## src/rtl/life_pkg.sv

```systemverilog
// Shared definitions for the life engine host bridge: register map, JIM key,
// bridge state encoding and the synchronised bus payload.
package life_pkg;

    localparam int unsigned BUS_AW = 8;
    localparam int unsigned BUS_DW = 8;
    localparam int unsigned MEM_AW = 19;

    localparam logic [BUS_AW-1:0] REG_JIM_PAGE = 8'hFF;
    localparam logic [BUS_AW-1:0] REG_JIM_HI   = 8'hFE;
    localparam logic [BUS_AW-1:0] REG_LIFE_A0  = 8'hA0;
    localparam logic [BUS_AW-1:0] REG_LIFE_A1  = 8'hA1;
    localparam logic [BUS_AW-1:0] REG_LIFE_A2  = 8'hA2;
    localparam logic [BUS_AW-1:0] REG_LIFE_A3  = 8'hA3;
    localparam logic [BUS_AW-1:0] REG_LIFE_A4  = 8'hA4;
    localparam logic [BUS_AW-1:0] REG_LIFE_A5  = 8'hA5;
    localparam logic [BUS_AW-1:0] REG_LIFE_A6  = 8'hA6;
    localparam logic [BUS_AW-1:0] REG_LIFE_A7  = 8'hA7;
    localparam logic [BUS_AW-1:0] REG_LIFE_A8  = 8'hA8;

    localparam logic [5:0] JIM_CODE = 6'b110010;

    typedef enum logic [1:0] {
        IDLE = 2'd0,
        RD   = 2'd1,
        WR   = 2'd2
    } state_t;

    typedef struct packed {
        logic              rnw;
        logic              pgfc_n;
        logic              pgfd_n;
        logic [BUS_AW-1:0] addr;
        logic [BUS_DW-1:0] data;
    } bus_fields_t;

    // SRAM byte address: bank selects one of four 64KB windows, bit 18 unused
    function automatic logic [MEM_AW-1:0] jim_mem_addr(input logic [1:0] bank,
                                                       input logic [BUS_AW-1:0] hi,
                                                       input logic [BUS_AW-1:0] lo);
        return {1'b0, bank, hi, lo};
    endfunction

endpackage

```

## src/rtl/jim_ram_bridge_if.sv

```systemverilog
// Single-request SRAM arbiter port: request held until a one-cycle ack.
interface jim_ram_bridge_if;
    import life_pkg::*;

    logic              mem_req;
    logic              mem_we;
    logic [MEM_AW-1:0] mem_addr;
    logic [BUS_DW-1:0] mem_wdata;
    logic              mem_ack;
    logic [BUS_DW-1:0] mem_rdata;

    modport master (output mem_req, mem_we, mem_addr, mem_wdata,
                    input  mem_ack, mem_rdata);
    modport slave  (input  mem_req, mem_we, mem_addr, mem_wdata,
                    output mem_ack, mem_rdata);
endinterface

```

## src/rtl/bus_sync.sv

```systemverilog
// Brings the asynchronous 1MHz bus into the local clock domain as one group and
// flags clke edges; edges are masked briefly after reset while the chain settles.
module bus_sync #(
    parameter int unsigned STAGES = 2,
    parameter int unsigned W      = 19
) (
    input  logic         clk,
    input  logic         rst_n,
    input  logic         clke,
    input  logic [W-1:0] fields,
    output logic         clke_s,
    output logic         clke_rise_c,
    output logic         clke_fall_c,
    output logic [W-1:0] fields_s,
    output logic [W-1:0] fields_d
);
    logic [W:0] sync_q [STAGES];
    logic [W:0] dly_q;
    logic [1:0] mask_cnt;
    logic       clke_d;

    always_ff @(posedge clk) begin
        sync_q[0] <= {clke, fields};
        for (int unsigned i = 1; i < STAGES; i++) begin
            sync_q[i] <= sync_q[i-1];
        end
        dly_q <= sync_q[STAGES-1];
    end

    always_ff @(posedge clk) begin
        if (!rst_n) begin
            mask_cnt <= 2'd2;
        end else if (mask_cnt != 2'd0) begin
            mask_cnt <= mask_cnt - 2'd1;
        end
    end

    assign clke_s      = sync_q[STAGES-1][W];
    assign fields_s    = sync_q[STAGES-1][W-1:0];
    assign clke_d      = dly_q[W];
    assign fields_d    = dly_q[W-1:0];
    assign clke_rise_c = (mask_cnt == 2'd0) &&  clke_s && !clke_d;
    assign clke_fall_c = (mask_cnt == 2'd0) && !clke_s &&  clke_d;
endmodule

```

## src/rtl/jim_ram_bridge.sv

```systemverilog
// Host bridge: JIM paging registers FCFF/FCFE, page-FD single-byte SRAM access
// and one-cycle strobes for every other page-FC write.
module jim_ram_bridge
    import life_pkg::*;
#(
    parameter logic [BUS_DW-1:0] RD_FAIL_DATA = 8'hFF,
    parameter int unsigned       SYNC_STAGES  = 2
) (
    input  logic              clk50,
    input  logic              rst_n,
    input  logic              clke,
    input  logic              rnw,
    input  logic              pgfc_n,
    input  logic              pgfd_n,
    input  logic [BUS_AW-1:0] bus_addr,
    input  logic [BUS_DW-1:0] bus_data_in,
    output logic [BUS_DW-1:0] bus_data_out,
    output logic              bus_data_oe,
    output logic              reg_wr,
    output logic [BUS_AW-1:0] reg_addr,
    output logic [BUS_DW-1:0] reg_data,
    jim_ram_bridge_if.master  mem,
    output logic              overrun
);
    bus_fields_t       bus_in, bus_s, bus_d;
    logic              clke_s, clke_rise, clke_fall;
    logic [BUS_DW-1:0] fcff, fcfe;
    state_t            state;
    logic              jim_en, fc_wr, fd_wr, rd_start, fc_rd, fd_rd;
    logic              unused_bits;

    assign bus_in = {rnw, pgfc_n, pgfd_n, bus_addr, bus_data_in};

    bus_sync #(
        .STAGES (SYNC_STAGES),
        .W      ($bits(bus_fields_t))
    ) u_bus_sync (
        .clk         (clk50),
        .rst_n       (rst_n),
        .clke        (clke),
        .fields      (bus_in),
        .clke_s      (clke_s),
        .clke_rise_c (clke_rise),
        .clke_fall_c (clke_fall),
        .fields_s    (bus_s),
        .fields_d    (bus_d)
    );

    // Reads decode on the synchronised bus at clke rise, writes on the delayed copy at clke fall
    assign jim_en   = (fcff[7:2] == JIM_CODE);
    assign fc_wr    = clke_fall && !bus_d.rnw && !bus_d.pgfc_n;
    assign fd_wr    = clke_fall && !bus_d.rnw && !bus_d.pgfd_n && jim_en;
    assign rd_start = clke_rise && bus_s.rnw;
    assign fc_rd    = rd_start && !bus_s.pgfc_n &&
                      ((bus_s.addr == REG_JIM_PAGE) || (bus_s.addr == REG_JIM_HI));
    assign fd_rd    = rd_start && !bus_s.pgfd_n && jim_en;

    assign unused_bits = ^bus_s.data;

    always_ff @(posedge clk50) begin
        if (!rst_n) begin
            state         <= IDLE;
            fcff          <= '0;
            fcfe          <= '0;
            reg_wr        <= 1'b0;
            reg_addr      <= '0;
            reg_data      <= '0;
            bus_data_oe   <= 1'b0;
            bus_data_out  <= '0;
            overrun       <= 1'b0;
            mem.mem_req   <= 1'b0;
            mem.mem_we    <= 1'b0;
            mem.mem_addr  <= '0;
            mem.mem_wdata <= '0;
        end else begin
            reg_wr <= 1'b0;
            if (fc_wr) begin
                if (bus_d.addr == REG_JIM_PAGE) begin
                    fcff <= bus_d.data;
                end else if (bus_d.addr == REG_JIM_HI) begin
                    fcfe <= bus_d.data;
                end else begin
                    reg_wr   <= 1'b1;
                    reg_addr <= bus_d.addr;
                    reg_data <= bus_d.data;
                end
            end

            if (clke_fall) begin
                bus_data_oe <= 1'b0;
            end else if (fc_rd) begin
                bus_data_oe  <= 1'b1;
                bus_data_out <= (bus_s.addr == REG_JIM_PAGE) ? fcff : fcfe;
            end else if (fd_rd) begin
                bus_data_oe  <= 1'b1;
                bus_data_out <= RD_FAIL_DATA;
            end

            case (state)
                IDLE: begin
                    if (fd_rd) begin
                        state        <= RD;
                        mem.mem_req  <= 1'b1;
                        mem.mem_we   <= 1'b0;
                        mem.mem_addr <= jim_mem_addr(fcff[1:0], fcfe, bus_s.addr);
                    end else if (fd_wr) begin
                        state         <= WR;
                        mem.mem_req   <= 1'b1;
                        mem.mem_we    <= 1'b1;
                        mem.mem_addr  <= jim_mem_addr(fcff[1:0], fcfe, bus_d.addr);
                        mem.mem_wdata <= bus_d.data;
                    end
                end
                RD: begin
                    if (fd_wr) overrun <= 1'b1;
                    if (mem.mem_ack) begin
                        state       <= IDLE;
                        mem.mem_req <= 1'b0;
                        // A late byte is dropped: the host has already sampled the fail value
                        if (clke_s) bus_data_out <= mem.mem_rdata;
                    end
                end
                WR: begin
                    if (fd_wr) overrun <= 1'b1;
                    if (mem.mem_ack) begin
                        state       <= IDLE;
                        mem.mem_req <= 1'b0;
                    end
                end
                default: begin
                    state       <= IDLE;
                    mem.mem_req <= 1'b0;
                end
            endcase
        end
    end
endmodule

```

## src/flat_wrapper.sv

```systemverilog
// flat-port wrapper written by rule: the top's interface ports become plain ports
module jim_ram_bridge_flat import life_pkg::*;
#(
    parameter logic [BUS_DW-1:0] RD_FAIL_DATA = 8'hFF,
    parameter int unsigned       SYNC_STAGES  = 2
)
  (clk50, rst_n, clke, rnw, pgfc_n, pgfd_n, bus_addr, bus_data_in, bus_data_out, bus_data_oe, reg_wr, reg_addr, reg_data, overrun, mem_mem_req, mem_mem_we, mem_mem_addr, mem_mem_wdata, mem_mem_ack, mem_mem_rdata);
  jim_ram_bridge_if mem_i ();
  input  logic clk50;
  input  logic rst_n;
  input  logic clke;
  input  logic rnw;
  input  logic pgfc_n;
  input  logic pgfd_n;
  input  logic [BUS_AW-1:0] bus_addr;
  input  logic [BUS_DW-1:0] bus_data_in;
  output logic [BUS_DW-1:0] bus_data_out;
  output logic bus_data_oe;
  output logic reg_wr;
  output logic [BUS_AW-1:0] reg_addr;
  output logic [BUS_DW-1:0] reg_data;
  output logic overrun;
  output wire logic [$bits(mem_i.mem_req)-1:0] mem_mem_req;
  output wire logic [$bits(mem_i.mem_we)-1:0] mem_mem_we;
  output wire logic [$bits(mem_i.mem_addr)-1:0] mem_mem_addr;
  output wire logic [$bits(mem_i.mem_wdata)-1:0] mem_mem_wdata;
  input wire logic [$bits(mem_i.mem_ack)-1:0] mem_mem_ack;
  input wire logic [$bits(mem_i.mem_rdata)-1:0] mem_mem_rdata;
  assign mem_mem_req = mem_i.mem_req;
  assign mem_mem_we = mem_i.mem_we;
  assign mem_mem_addr = mem_i.mem_addr;
  assign mem_mem_wdata = mem_i.mem_wdata;
  assign mem_i.mem_ack = mem_mem_ack;
  assign mem_i.mem_rdata = mem_mem_rdata;
  jim_ram_bridge #(.RD_FAIL_DATA(RD_FAIL_DATA), .SYNC_STAGES(SYNC_STAGES)) u_core (.clk50(clk50), .rst_n(rst_n), .clke(clke), .rnw(rnw), .pgfc_n(pgfc_n), .pgfd_n(pgfd_n), .bus_addr(bus_addr), .bus_data_in(bus_data_in), .bus_data_out(bus_data_out), .bus_data_oe(bus_data_oe), .reg_wr(reg_wr), .reg_addr(reg_addr), .reg_data(reg_data), .mem(mem_i), .overrun(overrun));
endmodule
```

## config.mk

```make
export PLATFORM = sky130hd
export DESIGN_NAME = jim_ram_bridge_flat
export DESIGN_NICKNAME = d
export VERILOG_FILES = /design/src/rtl/life_pkg.sv /design/src/rtl/jim_ram_bridge_if.sv /design/src/rtl/bus_sync.sv /design/src/rtl/jim_ram_bridge.sv /design/src/flat_wrapper.sv
export SDC_FILE = /design/constraint.sdc
export NUM_CORES = 1
export LEC_CHECK = 0
export CORE_ASPECT_RATIO = 0.6
export CORE_MARGIN = 3
export CORE_UTILIZATION = 50
export DETAILED_ROUTE_END_ITERATION = 10
export HOLD_SLACK_MARGIN = 0.05
export PLACE_DENSITY = 0.85
export SYNTH_ARGS = -nofsm -noshare
export SYNTH_HDL_FRONTEND = slang
export SYNTH_SLANG_ARGS = --single-unit
```

## constraint.sdc

```tcl
create_clock -name clk50 -period 2.2 [get_ports clk50]
set_input_delay 0.44 -clock clk50 [delete_from_list [all_inputs] [get_ports clk50]]
set_output_delay 0.44 -clock clk50 [all_outputs]
set_load 0.05 [all_outputs]
```

Word level (Yosys, flattened, before mapping). Memory sizes are Yosys's and may differ from the RTL's. Cells that the tools add are included.

Mux-type cells: 21. Add/subtract/negate cells: 1. Bitwise gates (word level): 5. Reduce and logical (&&, ||, !) cells: 36. Equal/unequal tests: 9.

Operator list (count): 8-bit two-way mux (7); 19-bit two-way mux (2); 8-bit == test (second input constant) (4); 1-bit logical AND (13); 3-bit AND reduction (3); 2-bit AND reduction (4); 1-bit zero test (7); 1-bit two-way mux (7); 6-bit == test (second input constant) (1); 2-bit two-way mux (3); 2-bit nonzero test (3); 1-bit inverter (5); 2-bit zero test (2); 2-bit one-hot mux with 2 select lines (1); 2-bit OR reduction (2); 3-bit by 1-bit != test with 1-bit output (second input constant) (1); 3-bit OR reduction (1); 2-bit by 1-bit == test with 1-bit output (second input constant) (1); 2-bit == test (second input constant) (1); 2-bit by 1-bit != test with 1-bit output (second input constant) (1); 1-bit one-hot mux with 2 select lines (1); 2-bit by 1-bit subtractor with 2-bit output (second input constant) (1); 1-bit logical OR (1).

RAM bits: 40. Logic and storage cells: 88. Bits in registers: 96. Memories kept: 1.

Memory list: u_core.u_bus_sync.sync_q (depth 2, width 20, rd ports 2, clocked after memory_dff 0, wr ports 2, RTL line bus_sync.sv:17) `logic [W:0] sync_q [STAGES];`.

Depth between registers and ports, before layout.
Word-level depth: 12. Gate-level depth with buffers: 8.

By module. From an unflattened synthesis, not the netlist that was laid out.

Cells, all modules: 453. Area, all modules: 4685.7 um^2.

Modules (own cells, without submodules): jim_ram_bridge (cells an instance 342, area each 3090.5 um^2, sequential area each 1461.4 um^2, instances 1); bus_sync (cells an instance 111, area each 1595.3 um^2, sequential area each 1241.2 um^2, instances 1).

Worst setup path after synthesis. No wires, ideal clock.

Path kind: flip-flop to flip-flop. Start point: register u_core.u_bus_sync.mask_cnt[0]. End point: register u_core.reg_addr[4]. Required time: 2.072 ns. Data arrival time: 1.689 ns. Period minus slack after synthesis: 1.817 ns. Setup time: 0.128 ns. Cell stages (with the launch flop): 8. Setup slack: 0.383 ns. Cell sequence: dfxtp_1 > inv_1 > ha_1 > nand4bb_2 > a211oi_4 > buf_4 > mux2i_1 > nor2_1.

Cells in the longest elaborated chain, start to end: 6.

Ends and longest elaborated chain: start, declared (RTL line bus_sync.sv:19) `logic [1:0] mask_cnt;`; start signal, assigned (RTL line bus_sync.sv:34) `mask_cnt <= mask_cnt - 2'd1;`; 2-bit zero test (RTL line bus_sync.sv:43) `assign clke_fall_c = (mask_cnt == 2'd0) && !clke_s && clke_d;`; 1-bit logical AND (2 in series) (RTL line bus_sync.sv:43); 1-bit logical AND (2 in series) (RTL line jim_ram_bridge.sv:51) `assign fc_wr = clke_fall && !bus_d.rnw && !bus_d.pgfc_n;`; 3-bit AND reduction (no line); end signal, assigned (RTL line jim_ram_bridge.sv:84) `reg_addr <= bus_d.addr;`; end, declared (RTL line jim_ram_bridge.sv:20) `output logic [BUS_AW-1:0] reg_addr,`.

No other way between the ends. A chain may end at the register's enable or synchronous reset.

Worst setup path after layout.
Start point: register u_core.mem.mem_wdata[4]. End point: output mem_mem_wdata[4].

RTL lines: start, declared (RTL line jim_ram_bridge_if.sv:12) `modport master (output mem_req, mem_we, mem_addr, mem_wdata,`; start signal, assigned (RTL line jim_ram_bridge.sv:111) `mem.mem_wdata <= bus_d.data;`; end, declared (RTL line flat_wrapper.sv:26) `output wire logic [$bits(mem_i.mem_wdata)-1:0] mem_mem_wdata;`.

No word-level cell between the ends.

==> metrics.md <==
| Metric | Value |
|---|---|
| Standard cell core area | 0.00820 mm^2 |
| First-pass GRT wire length | 16200 um |
| Cell family contributing the most delay on the critical path | buffers and inverters |
| Skew-Pair Late Insertion Delay | 0.41 ns |
| Smallest setup slack after layout | 0.132 ns |
| Post-synth top cells | sky130_fd_sc_hd__dfxtp_1 (135), sky130_fd_sc_hd__mux2i_1 (56), sky130_fd_sc_hd__nand2_1 (39), sky130_fd_sc_hd__nor2_1 (34), sky130_fd_sc_hd__a21oi_1 (14) |
| Die Span X | 127 um |
| Routed len/inst | 16.7 um |
| Antenna Nets Post-Route | 0 |
| Largest net degree at the start of global routing | 47 |
| Nets@finish | 512 |
| Met3 GRT Util | 0.0925 |
| Largest family of logic cells by synthesized area | multiplexers |
| Deepest level of the CTS H-tree | 4 |
| Adder-cell share of the synthesized area | 0.00856 |
| Fraction of synthesized cell area in xor and xnor cells | 0.00200 |
| Switching Share | 0.230 |
| Internal Pwr Total | 0.00421 W |
| Part of the power in registers | 0.471 |
| Most frequent cell after synthesis | sky130_fd_sc_hd__dfxtp_1 |
| Final Core Density | 0.721 |
| Share of cells above drive strength 1 | 0.120 |
| Total wirelength of the detailed-routed design | 10000 um |
| Synth Area per Inst | 11.4 um^2 |
| Setup Total Neg Slack | 0 ns |
| Class of the most critical hold timing path | flop to flop |
| Number of flops mapped to enable cells by yosys | 0 |
| Number of hold-slack violations in the final timing report | 0 |
| GR Layer Usage met1 | 0.292 |
| Worst rel slew slack | 0.570 |
| Type of the worst setup path | flop to primary output |
| Buffers inserted during post-CTS setup optimization | 0 |
| Maximum clock rate | 0.484 GHz |
| Period utilization | 0.940 |
| Synth Register Bits | 135 |
| Clock tree from TritonCTS | built |
| Post-Synth Simple-Gate Area | 0.112 |
| Arrival time at the worst endpoint | 1.63 ns |
| Max-cap violations | 0 |
| Part of the power in the clock network | 0.481 |
| Net count after synthesis | 418 |
| # clock sinks | 135 |
| Drc violations | 0 |
| Synth top area cells | sky130_fd_sc_hd__dfxtp_1 (62%), sky130_fd_sc_hd__mux2i_1 (13%), sky130_fd_sc_hd__nand2_1 (3.3%) |
| Switching pwr | 0.00126 W |
| Slowest stage cell on the critical path | sky130_fd_sc_hd__clkdlybuf4s50_1 |
| Fraction of the mapped netlist area in compound gates | 0.0819 |
| Overall overflow remaining after global route | 0 |
| Cell taking the most area after synthesis | sky130_fd_sc_hd__dfxtp_1 |
| Fill cell instance count of the final layout | 579 |
| Deepest clock path buffer count | 2 |
| Global-route usage over all layers | 0.210 |
| Cell total after placement | 567 |
| Worst r2r path cells | 6 |
| Final Max Tran Viols | 0 |
| Vert. Die Dim | 78.5 um |
| First-iteration detailed-routing DRC count | 188 |
| Layer with the highest usage | met1 |
| Part of the Yosys area used for sequential elements | 0.616 |
| Final HPWL from detailed placement | 6950 um |
| Main synth FF type | sky130_fd_sc_hd__dfxtp_1 |
| Area added between synthesis and finish | 34.7% |
| Count of antenna diodes in the layout | 0 |
| Fraction of synthesized cell area taken by the top area cell type | 0.616 |
| Kind of capture point of the worst setup path | primary output |
| CTS buffer count | 17 |
| Required time of the worst setup path | 1.76 ns |
| WHS Path Cells | 0 |
| First-pass iteration count of the detailed router | 4 |
| Final Wtd Congestion | 0.804 |
| CP bufs+invs | 1 |
| Number of I/O port buffers | 85 |
| Mux cell area share after synthesis | 0.151 |
| Antenna violations before repair | 0 |
| Longest individual stage delay on the worst path | 0.83 ns |
| Worst Tran Pin Value | 0.638 ns |
| VDD IR-drop max | 0.000593 V |
| Via density per instance | 5.17 |
| Finish-stage setup viols | 0 |
| Number of stages on the worst setup path | 1 |
| Count of distinct cell types in the synthesized netlist | 44 |
| Startpoint kind of the worst setup timing path | flop |
| Std cell rows | 25 |
| Count of boundary I/O pins | 87 |
| Portion of total power attributed to combinational logic | 0.047 |
| Worst slack after detailed placement | 0.150 ns |
| Final setup skew | 0.00550 ns |
| PD cells | 927 mW/mm^2 |
| Outcome | finished clean |
| Async S/R FF share, synth | 0 |
| Post-layout instance count excluding filler cells | 599 |
| Met2 Resource Use GR | 0.292 |
| Clock slew seen by the registers of the worst setup and hold paths | 0.06 ns |
| Initial core utilization | 0.535 |
| Area of the mapped netlist | 0.00439 mm^2 |
| Maximum fanout encountered on the critical timing path | 2 |
| Static leakage | 2.29 nW |
| Minimum period implied by the final worst setup slack | 2.07 ns |
| Overall via count from detail_route | 3097 |
| CTS Root Buffer Type | sky130_fd_sc_hd__clkbuf_16 |
| Cells after synthesis | 384 |
| Critical-path cell list | clkdlybuf4s50_1 |
| Vias in the first global route | 3184 |
| Setup repair after global routing missed its margin | false |
| Number of synthesis warnings | 0 |
| Die Area | 0.00997 mm^2 |
## worst reg2reg max path: stages, from the launching register on
cell and delay (ns):
sky130_fd_sc_hd__dfxtp_1 0.32, sky130_fd_sc_hd__inv_1 0.07, sky130_fd_sc_hd__ha_1 0.27, sky130_fd_sc_hd__nand4b_1 0.26, sky130_fd_sc_hd__o22a_2 0.37, sky130_fd_sc_hd__or3_1 0.51
sky130_fd_sc_hd__o21ai_1 0.20
## kinds of logic (layout without fill, tap and decap cells)
logic type / count (synthesis) / in the layout
muxes: 65 / 65
and+or+nand+nor: 101 / 101
buffers and inverters: 27 / 134
adders and majority gates: 3 / 3
xor gates and xnor gates: 1 / 1
DFF: 135 / 135
AOI/OAI and AO/OA: 51 / 51
other: 1 / 1
## layout make-up
class | count | area (um^2) | area share
timing repair buffer | 94 | 913 | 0.155
clock inverter | 14 | 128 | 0.0216
inverter | 8 | 30.0 | 0.00508
clock buffer | 18 | 429 | 0.0727
tap | 108 | 135 | 0.0229
sequential | 135 | 2700 | 0.458
multi-input combinational | 222 | 1570 | 0.265
## routing by layer
metal  up-vias  share of wire
met3        11          0.093
li1       1529              -
met4         0          0.010
met1      1440           0.49
met5         -              0
met2       117           0.41
## layout by cell type, fill, tap and decap left out, types with 3 or more instances in the layout
master and instances:
sky130_fd_sc_hd__inv_6 3, sky130_fd_sc_hd__mux2i_1 56, sky130_fd_sc_hd__inv_1 8, sky130_fd_sc_hd__ha_1 3, sky130_fd_sc_hd__o221ai_1 8, sky130_fd_sc_hd__clkdlybuf4s50_1 84
sky130_fd_sc_hd__a21oi_1 14, sky130_fd_sc_hd__buf_4 9, sky130_fd_sc_hd__clkinv_4 3, sky130_fd_sc_hd__o21ai_1 8, sky130_fd_sc_hd__or3_1 3, sky130_fd_sc_hd__dfxtp_1 135
sky130_fd_sc_hd__clkbuf_16 17, sky130_fd_sc_hd__nand2b_1 3, sky130_fd_sc_hd__clkinvlp_4 4, sky130_fd_sc_hd__clkinv_2 3, sky130_fd_sc_hd__nor2_1 34, sky130_fd_sc_hd__o211ai_1 9
sky130_fd_sc_hd__o21ai_0 3, sky130_fd_sc_hd__mux2_2 9, sky130_fd_sc_hd__nand2_1 39
## what timing repair did
| item | CTS | global route |
|---|---|---|
| endpoints found under the setup margin | 0 | 1 |
| hold buffers | 0 | 0 |
| resized for setup | 0 | 1 |
## final timing paths
kind | from | end | slack [ns]
max | u_core.mem.mem_wdata[4] | mem_mem_wdata[4] | 0.13
min | u_core.u_bus_sync.sync_q[0][14] | u_core.u_bus_sync.sync_q[0][34] | 0.32
max reg2reg | u_core.u_bus_sync.mask_cnt[0] | u_core.mem.mem_addr[5] | 0.14
min reg2reg | u_core.u_bus_sync.sync_q[0][14] | u_core.u_bus_sync.sync_q[0][34] | 0.32
## sequential cells by signal (all words and copies together) (netlist names), 8 cells and up
signal                    cells
u_core.u_bus_sync.sync_q     40
u_core.u_bus_sync.dly_q      20
u_core.mem.mem_addr          18
u_core.bus_data_out           8
u_core.fcfe                   8
u_core.fcff                   8
u_core.mem.mem_wdata          8
u_core.reg_addr               8
u_core.reg_data               8
## power groups by stage
stage                     Combinational, W  Clock (W)  Sequential, W
after floorplan                   0.000140          0        0.00263
after global placement            0.000244          0        0.00263
after detailed placement          0.000256          0        0.00263
after CTS                         0.000258    0.00266        0.00258
after global routing              0.000281    0.00279        0.00259
final                             0.000258    0.00263        0.00258
## metrics by stage
stage          hold slack, ns  total power [W]  cell area, um^2
2_1_floorplan           0.310          0.00277             4390
3_3_place_gp            0.312          0.00287             5350
3_5_place_dp            0.312          0.00289             5350
4_1_cts                 0.325          0.00550             5900
5_1_grt                 0.327          0.00566             5910
6_report                0.325          0.00547             5910
Power figures use the tool's default switching activity.
